$ cat config.mk
export PLATFORM = sky130hd
export DESIGN_NAME = uart_rx
export DESIGN_NICKNAME = d
export VERILOG_FILES = /design/src/rtl/uart_rx.sv
export SDC_FILE = /design/constraint.sdc
export NUM_CORES = 1
export LEC_CHECK = 0
export ABC_AREA = 1
export ABC_CLOCK_PERIOD_IN_PS = 2400
export CORE_ASPECT_RATIO = 0.9
export CORE_MARGIN = 2
export CORE_UTILIZATION = 30
export CTS_CLUSTER_SIZE = 24
export DETAILED_ROUTE_END_ITERATION = 10
export PLACE_DENSITY_LB_ADDON = 0.25
export RECOVER_POWER = 25
export SETUP_SLACK_MARGIN = 0.5
export SLEW_MARGIN = 20
export SYNTH_ARGS = -nofsm -noshare
export SYNTH_HDL_FRONTEND = slang
export SYNTH_SLANG_ARGS = --single-unit
$ cat constraint.sdc
create_clock -name i_Clk -period 2.4 [get_ports i_Clk]
set_input_delay 0.36 -clock i_Clk [delete_from_list [all_inputs] [get_ports i_Clk]]
set_output_delay 0.36 -clock i_Clk [all_outputs]
set_load 0.02 [all_outputs]
$ cat src/rtl/uart_rx.sv
// UART receiver, 8N1, LSB first, with a one-byte holding register and a
// valid/ready handshake towards the consumer.
module uart_rx #(
    parameter int CLKS_PER_BIT = 434
) (
    input  logic       i_Clk,
    input  logic       i_Rst,
    input  logic       i_UART_RX,
    input  logic       i_RX_Ready,
    output logic       o_RX_Valid,
    output logic [7:0] o_RX_Byte,
    output logic       o_Frame_Err,
    output logic       o_Overrun,
    output logic       o_Busy
);

    // Last counter value of a full bit, and the mid-point of the start bit.
    localparam logic [15:0] BIT_LAST = 16'(CLKS_PER_BIT - 1);
    localparam logic [15:0] HALF_BIT = 16'((CLKS_PER_BIT - 1) / 2);

    typedef enum logic [2:0] {
        S_IDLE,
        S_START,
        S_DATA,
        S_STOP,
        S_WAIT_HIGH
    } state_t;

    state_t      state_q, state_d;
    logic        rx_m_q, rx_m_d;
    logic        rx_s_q, rx_s_d;
    logic [15:0] cnt_q, cnt_d;
    logic [2:0]  idx_q, idx_d;
    logic [7:0]  shift_q, shift_d;
    logic        valid_q, valid_d;
    logic [7:0]  byte_q, byte_d;
    logic        ferr_q, ferr_d;
    logic        ovr_q, ovr_d;

    logic        bit_end;
    logic        half_hit;
    logic        deliver;
    logic        accept;

    assign bit_end  = (cnt_q == BIT_LAST);
    assign half_hit = (cnt_q == HALF_BIT);
    assign accept   = valid_q && i_RX_Ready;

    // State register plus all datapath flops; reset returns to an idle, high line.
    always_ff @(posedge i_Clk) begin
        if (i_Rst) begin
            rx_m_q  <= 1'b1;
            rx_s_q  <= 1'b1;
            state_q <= S_IDLE;
            cnt_q   <= '0;
            idx_q   <= '0;
            shift_q <= '0;
            valid_q <= 1'b0;
            byte_q  <= '0;
            ferr_q  <= 1'b0;
            ovr_q   <= 1'b0;
        end else begin
            rx_m_q  <= rx_m_d;
            rx_s_q  <= rx_s_d;
            state_q <= state_d;
            cnt_q   <= cnt_d;
            idx_q   <= idx_d;
            shift_q <= shift_d;
            valid_q <= valid_d;
            byte_q  <= byte_d;
            ferr_q  <= ferr_d;
            ovr_q   <= ovr_d;
        end
    end

    // Next-state logic: a start bit must still be low at its mid-point, and a
    // low stop bit parks the FSM until the line returns high.
    always_comb begin
        state_d = state_q;
        case (state_q)
            S_IDLE:      if (!rx_s_q) state_d = S_START;
            S_START:     if (half_hit) state_d = rx_s_q ? S_IDLE : S_DATA;
            S_DATA:      if (bit_end && (idx_q == 3'd7)) state_d = S_STOP;
            S_STOP:      if (bit_end) state_d = rx_s_q ? S_IDLE : S_WAIT_HIGH;
            S_WAIT_HIGH: if (rx_s_q) state_d = S_IDLE;
            default:     state_d = S_IDLE;
        endcase
    end

    // Datapath and outputs: bit timing, sampling, delivery into the holding register.
    always_comb begin
        rx_m_d  = i_UART_RX;
        rx_s_d  = rx_m_q;
        cnt_d   = cnt_q + 16'd1;
        idx_d   = idx_q;
        shift_d = shift_q;
        deliver = 1'b0;
        ferr_d  = 1'b0;
        case (state_q)
            S_IDLE: cnt_d = '0;
            S_START: begin
                if (half_hit) begin
                    cnt_d = '0;
                    idx_d = '0;
                end
            end
            S_DATA: begin
                if (bit_end) begin
                    cnt_d          = '0;
                    shift_d[idx_q] = rx_s_q;
                    idx_d          = idx_q + 3'd1;
                end
            end
            S_STOP: begin
                if (bit_end) begin
                    cnt_d   = '0;
                    deliver = rx_s_q;
                    ferr_d  = !rx_s_q;
                end
            end
            default: cnt_d = '0;
        endcase

        // A byte lands if the register is empty or being emptied this cycle.
        valid_d = valid_q;
        byte_d  = byte_q;
        ovr_d   = 1'b0;
        if (deliver) begin
            if (!valid_q || accept) begin
                byte_d  = shift_q;
                valid_d = 1'b1;
            end else begin
                ovr_d = 1'b1;
            end
        end else if (accept) begin
            valid_d = 1'b0;
        end
    end

    assign o_RX_Valid  = valid_q;
    assign o_RX_Byte   = byte_q;
    assign o_Frame_Err = ferr_q;
    assign o_Overrun   = ovr_q;
    assign o_Busy      = (state_q != S_IDLE);

endmodule
== Yosys cells after proc, flatten, opt, wreduce, memory -nomap -nowiden ==
Index checks and enable logic that the tools add are counted.

* Input port bits: 4
* Logic and storage cells: 72
* Output and inout port bits: 12
* Register bits: 43

* Add/sub/neg operators: 2
* $lt $le $gt $ge: 2
* Multiplexer cells: 23
* Equal/unequal tests: 14
* Bitwise operators: 3
* Reductions and logical operators: 18

{| class="wikitable"
|+ Operators by type and width
! kind !! number
|-
| $mux W16 || 2
|-
| $pmux W16 S2 || 1
|-
| $mux W3 || 8
|-
| $add A16 B1 Y16 const B || 1
|-
| $eq A16 B8 Y1 const B || 1
|-
| $eq A16 B9 Y1 const B || 1
|-
| $pmux W3 S5 || 1
|-
| $ne A2 B2 Y1 const B || 6
|-
| $bwmux W8 || 1
|-
| $mux W1 || 7
|-
| $eq A3 B2 Y1 const B || 2
|-
| $eq A3 B3 Y1 const B || 2
|-
| $pmux W3 S2 || 1
|-
| $reduce_and A2 Y1 || 3
|-
| $reduce_and A5 Y1 || 1
|-
| $lt A3 B4 Y1 const B || 1
|-
| $reduce_bool A2 Y1 || 2
|-
| $reduce_or A2 Y1 || 2
|-
| $add A3 B1 Y3 const B || 1
|-
| $demux W1 S3 || 1
|-
| $eq A3 B1 Y1 const B || 1
|-
| $ge A3 B1 Y1 const B || 1
|-
| $logic_and A1 B1 Y1 || 3
|-
| $logic_not A3 Y1 || 1
|-
| other kinds (8) || 11
|}

== Longest topological paths before layout ==
* Depth after elaboration: 5
* Mapped depth: 10
* Gate-level depth less buffers: 10

== Least setup slack after synthesis ==
OpenSTA, ideal clock, no wires.

* Path type: register to register
* From: register cnt_q[0]
* To: register cnt_q[12]
* Path slack: 1.004 ns
* Stages on the path, launching flop included: 10
* Period minus slack after synthesis: 1.396 ns
* Data arrival time: 1.334 ns
* Path buffers: 1
* Data required time: 2.338 ns
* Setup time: 0.062 ns
* Cells stage by stage: dfxtp_1 > inv_1 > ha_1 > nand3b_1 > nor2_1 > nand2_1 > nand2_2 > a21o_4 > buf_6 > nor2_2

* Cells in the longest elaborated chain, start to end: 3
* Elaborated cells on any way between the ends: 6
* Those cells by class: 1 x add/sub; 2 x eq/ne; 3 x mux

{| class="wikitable"
|+ RTL lines
! element !! RTL line !! source
|-
| start: declaration || 32 || <nowiki>logic [15:0] cnt_q, cnt_d;</nowiki>
|-
| start signal: assignment || 66 || <nowiki>cnt_q <= cnt_d;</nowiki>
|-
| $add A16 B1 Y16, or another cell as far along || 94 || <nowiki>cnt_d = cnt_q + 16'd1;</nowiki>
|-
| $mux W16, on equally long branches || 108, 115, 102 ||
|-
| $pmux W16 S2 * || 99 || <nowiki>case (state_q)</nowiki>
|}

Every way passes the cells marked *; elsewhere a longest branch is shown, timed or not.
A chain may end at the register's enable or synchronous reset.

== Final worst setup path ==
* From: register cnt_q[0]
* To: register cnt_q[8]

Same word-level chain as after synthesis.

==> results.sh <==
export IMPL_rows=29
export IMPL_grt_pass1_wl_mm=7.55
export IMPL_ys_flop_type="dfxtp_1"
export IMPL_num_vias=1941
export IMPL_layout_nets=343
export IMPL_arrival_ns=1.92
export IMPL_synthesis_instances=315
export IMPL_grt_overflow_total=0
export IMPL_synth_edff_count=0
export IMPL_place_gp_congestion=0.809
export IMPL_fmax_mhz=569
export IMPL_worstHoldPathType="register to register"
export IMPL_crit_type="register to register"
export IMPL_yosysSeqAreaShare=0.387
export IMPL_rsz0062_at_grt="false"
export IMPL_dieArea_um2=8110
export IMPL_worst_pin_slew_ns=0.513
export IMPL_critical_path_max_fanout=13
export IMPL_tns_ns=0
export IMPL_layout_commonest_cell="nor2_1"
export IMPL_post_cts_buffers=0
export IMPL_hold_viol=0
export IMPL_status="finished clean"
export IMPL_ys_ff_latch=43
export IMPL_cp_num_buf_inv=0
export IMPL_p_leak_nw=0.905
export IMPL_powerDensity_nw_per_um2=633
export IMPL_wl_per_cell_um=10.2
export IMPL_max_slew_margin_rel=0.658
export IMPL_core_um2=7110
export IMPL_antenna_left=0
export IMPL_finalCriticalPeriod_ns=1.76
export IMPL_finalSetupViolations=0
export IMPL_via_per_inst=4.54
export IMPL_final_cells=428
export IMPL_clkTransAtPathRegs_ns=0.08
export IMPL_drive_gt1_frac=0.0806
export IMPL_layout_common_cells="69 x nor2_1, 52 x nand2_1, 42 x dfxtp_1"
export IMPL_required_ns=2.56
export IMPL_numPortBuffers=15
export IMPL_ir_worst_vdd_v=0.000251
export IMPL_track_usage=0.115
export IMPL_clock_skew_ns=0.00924
export IMPL_cts_root_buf="clkbuf_8"
export IMPL_drv_cap=0
export IMPL_syn_avg_cell_area_um2=7.05
export IMPL_ys_warn_count=0
export IMPL_clk_latency_ns=0.29
export IMPL_end_kind="register"
export IMPL_synth_cell_types=29
export IMPL_routed_wl_mm=4.37
export IMPL_ios=16
export IMPL_h_tree_depth=2
export IMPL_drtIter0Drc=85
export IMPL_first_global_vias=1777
export IMPL_route_detailed_drc=0
export IMPL_dpl_hpwl_mm=3.34
export IMPL_dr_pass1_iters=4
export IMPL_diodes=0
export IMPL_cts_buffers=5
export IMPL_cts_tree="built"
export IMPL_area_growth_pct=13.4
export IMPL_slew_viol_final=0
export IMPL_design_area_um2=2520
export IMPL_cp_start_kind="register"
export IMPL_crit_chain="ha_1, nand3_1, nor2_1, nand2_4, nand2_1, a21o_1, nor3_1"
export IMPL_max_stage_delay_ns=0.41
export IMPL_async_reset_ff_frac=0
export IMPL_postPlaceCellArea_um2=2470
export IMPL_critical_path_top_delay_family="simple AND/OR/NAND/NOR gates"
export IMPL_crit_path_top_delay_cell="dfxtp_1"
export IMPL_cts_sinks=43
export IMPL_die_h_um=85.6
export IMPL_period_share=0.733
export IMPL_antenna_found_initial=0
export IMPL_holdWs_ns=0.415
export IMPL_synth_nets=324
export IMPL_cts_buffer_depth=2
export IMPL_grt_max_degree=19
export IMPL_place_inst=420
export IMPL_dieWidth_um=94.7
export IMPL_start_util=0.312
export IMPL_netlist_area_um2=2220
## registers in the layout, summed over array words and instances (netlist names)
| register | cells |
|---|---|
| o_RX_Valid | 1 |
| o_RX_Byte | 8 |
| rx_m_q | 1 |
| shift_q | 8 |
| rx_s_q | 1 |
| state_q | 3 |
| idx_q | 3 |
| cnt_q | 16 |
| o_Frame_Err | 1 |
| o_Overrun | 1 |
## layout make-up
type                    instances  area [um2]
repair buffers                 18         163
fillers                       781        4590
multi-input cells             229        1150
inverters                      37         139
clock inverters                 2        12.5
flip-flops and latches         43         862
well taps                      93         116
clock buffers                   6        72.6
## final timing paths
kind,from,endpoint,slack (ns),depth (start not counted)
worst max-delay path,cnt_q[0]$_SDFF_PP0_,cnt_q[8]$_SDFF_PP0_,0.64,7
worst min-delay path,rx_m_q$_SDFF_PP1_,rx_s_q$_SDFF_PP1_,0.42,1
worst max register to register,cnt_q[0]$_SDFF_PP0_,cnt_q[8]$_SDFF_PP0_,0.64,7
worst min register to register,rx_m_q$_SDFF_PP1_,rx_s_q$_SDFF_PP1_,0.42,1
## cell usage after synthesis, types with 5 or more instances
library cell	instances	area share
xor2_1	7	0.028
a21oi_1	13	0.029
o21ai_0	5	0.011
ha_1	5	0.028
nor2_1	67	0.11
nand2_1	52	0.088
nand3_1	33	0.074
dfxtp_1	43	0.39
inv_1	35	0.059
nor2_2	5	0.014
nand4_1	7	0.020
nor3_1	13	0.029
## worst register-to-register path, delay by kind of cell, from the launching register on
kind	cells	cell delay, ns
flip-flops	1	0.41
AO/OA/AOI/OAI	1	0.40
AND/OR/NAND/NOR	5	0.60
adder cells (fa/ha/maj)	1	0.22
## repair_timing
action,CTS,global route
gates resized for setup,1,1
setup endpoints to repair,1,1
pin swaps,0,0
hold buffers,0,0
hold endpoints to repair,0,0
## logic make-up after synthesis
group,synth area share
DFF,0.387
buffers and inverters,0.0805
xor gates and xnor gates,0.0276
and+or+nand+nor,0.414
AOI/OAI and AO/OA,0.0625
adders and majority gates,0.0282
## power breakdown
group	internal [W]	switching [W]	leakage, nW	total, W
Combinational	0.000105	0.000238	0.516	0.000343
Clock	0.000204	0.000250	0.0412	0.000454
Sequential	0.000748	0.0000501	0.348	0.000798
## per-layer routing
layer  global-route usage  vias up  wire length (um)
li1                     -     1048                 -
met1                0.154      874              2380
met2                0.182       17              1850
met3               0.0246        2                91
met4               0.0395        0                40
met5                    0        -                 0
## stage by stage
stage          total power (W)   util  setup WS [ns]
6_report               0.00159  0.354          0.641
3_3_place_gp           0.00117  0.347          0.575
5_1_grt                0.00170  0.354          0.467
4_1_cts                0.00164  0.360          0.570
3_5_place_dp           0.00117  0.347          0.562
2_1_floorplan          0.00109      -           1.00
(Power assumes the default switching activity.)
